## config.mk

```make
export PLATFORM = sky130hd
export DESIGN_NAME = led_pattern_gen
export DESIGN_NICKNAME = d
export VERILOG_FILES = /design/src/rtl/led_pattern_gen.sv
export SDC_FILE = /design/constraint.sdc
export NUM_CORES = 1
export LEC_CHECK = 0
export CAP_MARGIN = 25
export CORE_UTILIZATION = 55
export DETAILED_ROUTE_END_ITERATION = 8
export GPL_TIMING_DRIVEN = 0
export PLACE_DENSITY = 0.82
export SLEW_MARGIN = 20
export SYNTH_ARGS = -nofsm -noshare
export SYNTH_HDL_FRONTEND = slang
export SYNTH_SLANG_ARGS = --single-unit
```

## constraint.sdc

```tcl
create_clock -name clk_50mhz -period 4 [get_ports clk_50mhz]
set_clock_uncertainty 0.2 [all_clocks]
set_input_delay 0.4 -clock clk_50mhz [delete_from_list [all_inputs] [get_ports clk_50mhz]]
set_output_delay 0.4 -clock clk_50mhz [all_outputs]
set_load 0.01 [all_outputs]
```

## src/rtl/led_pattern_gen.sv

```systemverilog
// rtl/led_pattern_gen.sv - multi-mode LED pattern engine (count, scan, blink, PWM breathe)
module led_pattern_gen #(
    parameter int NUM_LEDS        = 4,
    parameter int CLK_FREQ_HZ     = 50000000,
    parameter int TICK_HZ         = 1000,
    parameter int BASE_STEP_TICKS = 500,
    parameter int PWM_BITS        = 8
) (
    input  logic                clk_50mhz,
    input  logic                rst_n,
    input  logic [1:0]          mode_sel,
    input  logic [1:0]          rate_sel,
    input  logic                pause,
    output logic [NUM_LEDS-1:0] led,
    output logic                step_stb
);
    typedef enum logic [1:0] {M_COUNT, M_SCAN, M_BLINK, M_BREATHE} mode_t;

    localparam int PRESC_MAX = CLK_FREQ_HZ / TICK_HZ - 1;
    localparam int PW  = (PRESC_MAX > 0) ? $clog2(PRESC_MAX + 1) : 1;
    localparam int SW  = (BASE_STEP_TICKS > 1) ? $clog2(BASE_STEP_TICKS) : 1;
    localparam int SW1 = SW + 1;

    localparam logic [PW-1:0]       PRESC_TC = PW'(PRESC_MAX);
    localparam logic [SW:0]         BASE_V   = SW1'(BASE_STEP_TICKS);
    localparam logic [SW:0]         ONE_S    = SW1'(1);
    localparam logic [PWM_BITS-1:0] DUTY_TOP = '1;
    localparam logic [PWM_BITS-1:0] DUTY_PEN = DUTY_TOP - PWM_BITS'(1);
    localparam logic [PWM_BITS-1:0] DUTY_ONE = PWM_BITS'(1);
    localparam logic [NUM_LEDS-1:0] LED_ONE  = NUM_LEDS'(1);

    mode_t               mode_q;
    logic [PW-1:0]       presc;
    logic [SW-1:0]       step_cnt;
    logic [PWM_BITS-1:0] pwm_cnt;
    logic [PWM_BITS-1:0] duty;
    logic                breathe_up;
    logic                scan_up;
    logic [SW:0]         period;
    logic [SW:0]         term;
    logic                tick;
    logic                step;

    // A shifted-out period of zero still has to step, so it is clamped to one tick.
    always_comb begin
        period = BASE_V >> rate_sel;
        if (period == '0)
            period = ONE_S;
        term = period - ONE_S;
        tick = (presc == PRESC_TC);
        step = tick && ({1'b0, step_cnt} == term);
    end

    always_ff @(posedge clk_50mhz or negedge rst_n) begin
        if (!rst_n) begin
            mode_q     <= M_COUNT;
            presc      <= '0;
            step_cnt   <= '0;
            pwm_cnt    <= '0;
            duty       <= '0;
            breathe_up <= 1'b1;
            scan_up    <= 1'b1;
            led        <= '0;
            step_stb   <= 1'b0;
        end else begin
            step_stb <= 1'b0;
            if (!pause) begin
                pwm_cnt <= pwm_cnt + PWM_BITS'(1);
                if (mode_sel != mode_q) begin
                    mode_q     <= mode_t'(mode_sel);
                    presc      <= '0;
                    step_cnt   <= '0;
                    duty       <= '0;
                    breathe_up <= 1'b1;
                    scan_up    <= 1'b1;
                    led        <= (mode_t'(mode_sel) == M_SCAN) ? LED_ONE : '0;
                end else begin
                    presc <= tick ? '0 : presc + PW'(1);
                    // Counter beyond a freshly shortened terminal wraps silently.
                    if (tick)
                        step_cnt <= ({1'b0, step_cnt} >= term) ? '0 : step_cnt + SW'(1);

                    if (mode_q == M_BREATHE) begin
                        led <= {NUM_LEDS{pwm_cnt < duty}};
                        if (tick) begin
                            if (breathe_up) begin
                                duty <= duty + DUTY_ONE;
                                if (duty == DUTY_PEN) begin
                                    breathe_up <= 1'b0;
                                    step_stb   <= 1'b1;
                                end
                            end else begin
                                duty <= duty - DUTY_ONE;
                                if (duty == DUTY_ONE) begin
                                    breathe_up <= 1'b1;
                                    step_stb   <= 1'b1;
                                end
                            end
                        end
                    end else if (step) begin
                        step_stb <= 1'b1;
                        case (mode_q)
                            M_COUNT: led <= led + LED_ONE;
                            M_BLINK: led <= ~led;
                            default: begin
                                if (NUM_LEDS == 1) begin
                                    led <= LED_ONE;
                                end else if (scan_up) begin
                                    if (led[NUM_LEDS-1]) begin
                                        led     <= led >> 1;
                                        scan_up <= 1'b0;
                                    end else begin
                                        led <= led << 1;
                                    end
                                end else begin
                                    if (led[0]) begin
                                        led     <= led << 1;
                                        scan_up <= 1'b1;
                                    end else begin
                                        led <= led >> 1;
                                    end
                                end
                            end
                        endcase
                    end
                end
            end
        end
    end
endmodule

```

==> results of run 1 <==
cell families (layout without fill, tap and decap cells):
family	after synthesis	count (layout)
flops	50	50
mux	9	9
simple gates	136	136
buf+inv	32	52
compound gates	72	72
other cells	1	1
xor+xnor	26	26
fa+ha+maj	24	24
per-layer routing:
layer  routed length (um)  vias up  GRT usage [%]
met5                    0        -              0
met4                  129        0          9.245
met3                  222       13          3.294
met2                 3075       54          40.09
met1                 3077     1223          32.40
li1                     -     1280              -
worst min path at each step:
| stage | cells past startpoint | to | startpoint |
|---|---|---|---|
| 3_5_place_dp | 1 | step_cnt[5]$_DFFE_PN0P_ | rst_n |
| 5_1_grt | 1 | pwm_cnt[6]$_DFFE_PN0N_ | pwm_cnt[6]$_DFFE_PN0N_ |
| 6_report | 1 | pwm_cnt[7]$_DFFE_PN0N_ | pwm_cnt[7]$_DFFE_PN0N_ |
| 4_1_cts | 1 | pwm_cnt[7]$_DFFE_PN0N_ | pwm_cnt[7]$_DFFE_PN0N_ |
| 3_3_place_gp | 1 | pwm_cnt[7]$_DFFE_PN0N_ | pwm_cnt[7]$_DFFE_PN0N_ |
| 2_1_floorplan | 0 | duty[0]$_DFFE_PN0P_ | rst_n |
worst max-delay path, cell delays in order:
cell and delay (ns):
clkdlybuf4s50_1 0.47, or2_2 0.36, inv_1 0.07, ha_1 0.23, a21o_1 0.18, a21oi_1 0.14, o21ai_0 0.11, a2111o_1 0.54
nor2_1 0.43, a22o_1 0.20
metrics by stage:
stage	total power (uW)	worst slack (ns)	cells	cell area [um^2]	utilization, %
after floorplan	805.2	1.477	350	3166	-
after global placement	879.1	0.6961	432	3356	60.57
after global routing	1249	0.7512	442	3461	62.47
after CTS	1179	0.9352	442	3461	62.47
after detailed placement	892.0	0.6189	433	3371	60.84
final	1170	0.8963	442	3461	62.47
Yosys cell counts, drive strengths merged, types with 3 or more instances:
cell type   n  area [um^2]
and3        5        31.28
nor4        5        37.53
nor2b       4        25.02
or3         5        31.28
nand4       5        31.28
a22o        8        70.07
dfrtp      48         1201
mux2i       3        30.03
nand2b      4        25.02
o31ai       4        30.03
xor2       14        122.6
a31oi       4        25.02
nor2       40        150.1
a21oi      21        105.1
nand2      25        93.84
buf         6        28.77
a21o        3        22.52
nor3        7        35.03
xnor2      12        105.1
mux2        6        67.56
nand3      21        105.1
clkbuf      5        18.77
ha         24        300.3
o21ai      19        95.09
inv        21        78.83
power by group through the flow:
stage          sequential (uW)  clock (uW)  combinational, uW
3_5_place_dp               616           0                276
4_1_cts                    606         295                278
5_1_grt                    614         314                321
6_report                   606         286                278
2_1_floorplan              605           0                201
3_3_place_gp               614           0                265
layout make-up:
type | count | area (um^2)
Tap cell | 72 | 90.09
Buffer | 11 | 47.55
Inverter | 21 | 78.83
Fill cell | 478 | 2079
Multi-Input combinational cell | 268 | 1785
Sequential cell | 50 | 1254
Clock buffer | 8 | 80.08
Timing Repair Buffer | 12 | 125.1
state kept, by name, indices dropped and copies added (netlist names):
register,count
presc,16
step_cnt,9
duty,8
pwm_cnt,8
led,4
mode_q,2
breathe_up,1
scan_up,1
step_stb,1
what timing repair did:
action | in CTS | in global routing
resized for setup | 0 | 0
buffers inserted | 0 | 0
endpoints found under the hold margin | 18 | 0
hold buffers | 1 | 0
==> impl_metrics.ini, run 1 <==
[power_and_ir_drop]
powerDensity_nw_per_um2 = 338.0
p_int_uw = 806.4
p_clk_share_pct = 24.5
p_switching_uw = 363.6
p_leak_uw = 0.001520
pwr-share-comb_pct = 23.7
peakVddDrop_v = 0.0002549
switching_share_pct = 31.08
seqPwrFrac_pct = 51.8

[synth]
synth_compound_area_share_pct = 14.47
avgSynthCellArea_um2 = 9.044
synth-xor-area-share_pct = 7.194
muxShareOfSynthArea_pct = 3.083
synth_top_family_by_area = simple AND/OR/NAND/NOR gates
synth_seq_cells = 50
synth_area_um2 = 3166
yosys.area_share.adder_pct = 9.486
synthArstFlopShare_pct = 100.0
synth.net_count = 381
synthCells = 350
synthDistinctLibCells = 49
synthSimpleGateAreaFrac_pct = 22.06
synth_edf_count = 0
yosysWarnings = 0
ys.flop_type = dfrtp_1
synth-seq-area-share_pct = 39.60

[flow_run]
max_cap_violations = 0

[setup_path]
r2r_cells = 7
cp-startpoint = rate_sel[1]
critical_path.max_fanout = 9
r2r_start = step_cnt[3]$_DFFE_PN0P_
reg2reg_to = step_cnt[3]$_DFFE_PN0P_
critPathCaptureType = flop
worstSetupPathType = in -> reg
cp-endpoint = step_cnt[3]$_DFFE_PN0P_
reg2reg_slack_ns = 1.35
crit_path_start_kind = primary input
crit_required_ns = 4.04
critical_path_arrival_ns = 3.14

[drt]
wl_per_cell_um = 14.71
final_antenna_net_count = 0
drtIter0Drc = 163
first_pass_iters = 4
routed_via_density = 5.814
routed_wl_um = 6504
drc_errors = 0
vias = 2570

[global_route]
grt_use_total_pct = 24.29
grt_pass1_wl_um = 11720
antenna_found_initial = 0
grt-ovfl-total = 0
grt_pass1_vias = 2572
grt_max_degree = 33

[cells_and_area]
antenna_cells = 0
drive_above_1_share_pct = 6.486
area_delta_synth_final_pct = 9.328
nNetsFinal = 400
final_common_cell = dfrtp_1
final_cell_mix = dfrtp_1, nor2_1, nand2_1, ha_1

[placed_design]
port_buffers = 10
dp_hpwl_um = 4803
place_congestion = 0.8840

[die]
rows = 27
core_um2 = 5540
die_h_um = 77.87
fp.dieW_um = 77.87
floorplan.initialDensity_pct = 57.14
die_area_um2 = 6063
pin_count = 12

[timing]
finalSetupViolations = 0
slew_headroom_pct = 46.42
fmax_mhz = 322.2
drv_slew = 0
grt_setup_unrepaired = false
timing.hold.ws_ns = 0.3009
period_needed_ns = 3.104
final.setup.tns_ns = 0
worstMarginPinSlew_ns = 0.8038
hold_viol_final = 0
min_period_over_period_pct = 77.59

[run_status]
status = complete, no violations

[cts]
h-tree-depth = 2
cts_tree = yes
insertion_delay_ns = 0.30
cts_sinks = 50
cts.clk_slew.worst_paths_ns = 0.09
root_buffer = clkbuf_8
cts_max_path_buffers = 2
cts_buffers = 5

[hold_path]
hold_class = reg -> reg
No activity file was read; power rests on OpenSTA's default activity.
==> run 2: changes to the inputs <==
--- a/config.mk
+++ b/config.mk
@@ -9,7 +9,7 @@
 export CORE_UTILIZATION = 55
 export DETAILED_ROUTE_END_ITERATION = 8
 export GPL_TIMING_DRIVEN = 0
-export PLACE_DENSITY = 0.82
+export PLACE_DENSITY = 0.85
 export SLEW_MARGIN = 20
 export SYNTH_ARGS = -nofsm -noshare
 export SYNTH_HDL_FRONTEND = slang
==> constraint.sdc (replaced) <==
create_clock -name clk_50mhz -period 2.5 [get_ports clk_50mhz]
set_clock_uncertainty 0.2 [all_clocks]
set_input_delay 0.25 -clock clk_50mhz [delete_from_list [all_inputs] [get_ports clk_50mhz]]
set_output_delay 0.25 -clock clk_50mhz [all_outputs]
set_load 0.01 [all_outputs]
==> run 2 against run 1 <==
Flip-flop and latch count is the same. Sequential share of layout area decreased by 1.3 points. Cell count rose by 1.8%. Hold slack lost 0.079 ns. First-iteration DRC count is 1.2% lower. Non-clock buffer count increased by 6. Largest power group unchanged. Core utilization rose by 2.5 points. Worst setup slack got worse by 0.83 ns. Global-route usage up 0.62 points. Sequential power rose by 60%. Count of clock-buffer cells in the layout fell by 3. Via count is 3.3% higher.
==> impl_metrics.ini, run 2 (synthesis gave the netlist of run 1 again) <==
[cts]
cts_max_path_buffers = 2
root_buffer = clkbuf_8
cts_sinks = 50
cts.clk_slew.worst_paths_ns = 0.09
cts_buffers = 5
h-tree-depth = 2
insertion_delay_ns = 0.31
cts_tree = yes

[run_status]
status = complete, no violations

[global_route]
grt-ovfl-total = 0
grt_use_total_pct = 24.92
antenna_found_initial = 0
grt_max_degree = 28
grt_pass1_vias = 2670
grt_pass1_wl_um = 12010

[setup_path]
crit_family = simple AND/OR/NAND/NOR gates
critical_path_arrival_ns = 2.42
crit_path_start_kind = flop
crit_required_ns = 2.48
cp-startpoint = presc[10]$_DFFE_PN0N_
critical_path.max_fanout = 6
crit_slowest_cell = or4b_4
critPathCaptureType = flop
worstSetupPathType = reg -> reg
max_stage_delay_ns = 0.57
crit_chain = or4b_4 -> or4_1 -> buf_2 -> nor4b_2 -> xnor2_1 -> nor2_1
r2r_start = presc[10]$_DFFE_PN0N_
critPathBufInv = 1

[cells_and_area]
seq_area_um2 = 1256
drive_above_1_share_pct = 11.90
utilization_pct = 64.95
n_fill_cell = 431
multiInputGateArea_um2 = 1858
antenna_cells = 0
area_delta_synth_final_pct = 13.68
top_regs = presc x16, step_cnt x9
final_cell_mix = dfrtp_1, nor2_1, nand2_1, ha_1
nNetsFinal = 408
largest_register_ffs = 16
regMostFlops = presc
stdcell_count = 450
final_common_cell = dfrtp_1

[timing]
finalWorstSetupSlack_ns = 0.06501
worstMarginPinSlew_ns = 0.6533
min_period_over_period_pct = 97.40
fmax_mhz = 410.7
grt_setup_unrepaired = false
final.setup.tns_ns = 0
slew_headroom_pct = 56.11
hold_viol_final = 0
finalSetupViolations = 0
period_needed_ns = 2.435
drv_slew = 0

[drt]
final_antenna_net_count = 0
drc_errors = 0
first_pass_iters = 4
vias = 2655
wl_per_cell_um = 15.49
drtIter0Drc = 161
routed_wl_um = 6972
routed_via_density = 5.900

[flow_run]
max_cap_violations = 0

[power_and_ir_drop]
switching_share_pct = 32.50
p_switching_uw = 624.4
p_clk_share_pct = 24.7
seqPwrFrac_pct = 50.6
p_leak_uw = 0.001604
p_int_uw = 1297
pwr-share-comb_pct = 24.7
peakVddDrop_v = 0.0003438
powerDensity_nw_per_um2 = 533.9

[hold_path]
hold_class = in -> reg
hold_start = pause

[die]
pin_count = 12
fp.dieW_um = 77.87
floorplan.initialDensity_pct = 57.14
die_area_um2 = 6063
die_h_um = 77.87
rows = 27
core_um2 = 5540

[placed_design]
place_congestion = 0.8806
placed_cells_incl_taps = 433
dp_slack_ns = -0.7027
dp_hpwl_um = 4881
port_buffers = 10
==> run 2: cell types whose count changed in the layout (fill, tap and decap cells not counted), moves of 2 or more <==
| cell | delta |
|---|---|
| o21ai_1 | +2 |
| buf_4 | +6 |
| a21oi_2 | +2 |
| o21ai_0 | -3 |
| a21oi_1 | -2 |
| clkdlybuf4s50_1 | -2 |
| clkbuf_1 | -4 |
| dfrtp_2 | +2 |
| dfrtp_1 | -2 |
| clkbuf_4 | +2 |
==> run 2: tightest hold or removal path: cells and delay by family <==
family / cells / cell delay (ns)
AND/OR/NAND/NOR: 2 / 0.18
AO/OA/AOI/OAI: 1 / 0.06
buffers and inverters: 1 / 0.20
==> run 2: per-layer routing <==
layer,global-route usage (%),vias up,wire [um]
met5,0,-,0
met4,9.623,0,159
met3,5.059,14,231
met2,41.50,57,3446
met1,31.72,1277,3134
li1,-,1307,-
==> run 2: area by class of cell <==
cell class,count,share of cell area [%]
repair buffers,18,4.764
plain buffers,11,1.495
multi-input cells,270,51.63
well taps,72,2.503
clock buffers,5,1.912
clock inverters,3,0.5911
inverters,21,2.191
flip-flops and latches,50,34.91
==> run 2: worst paths after layout <==
path                                          end  slack (ns)  cells after the start
hold reg to reg            pwm_cnt[2]$_DFFE_PN0N_        0.30                      1
min in group asynchronous     duty[3]$_DFFE_PN0P_        0.27                      2
setup / recovery              duty[7]$_DFFE_PN0P_        0.07                      6
setup reg to reg              duty[7]$_DFFE_PN0P_        0.07                      6
hold / removal               presc[2]$_DFFE_PN0N_        0.22                      4
max in group asynchronous  breathe_up$_DFFE_PN1P_        1.21                      3
==> run 2: metrics by stage <==
stage	power (uW)	hold WS (ns)	instance area (um^2)
final	1921	0.2223	3598
after global placement	1405	0.2718	3356
after floorplan	1288	-0.2456	3166
after global routing	2042	0.2522	3598
after CTS	1923	0.2165	3530
after detailed placement	1443	0.08111	3371
==> run 2: power groups by stage <==
stage	sequential [uW]	clock (uW)	combinational, uW
after floorplan	967	0	321
after global placement	984	0	421
after detailed placement	989	0	454
after CTS	973	484	466
after global routing	986	525	531
final	972	475	474
==> run 2: timing repair <==
| action | CTS | global route |
|---|---|---|
| cloned | 1 | 1 |
| endpoints found under the hold margin | 22 | 0 |
| pin swaps | 2 | 7 |
| gates resized for setup | 12 | 12 |
| buffers inserted | 1 | 5 |
| setup endpoints to repair | 28 | 31 |
| hold buffers | 1 | 0 |
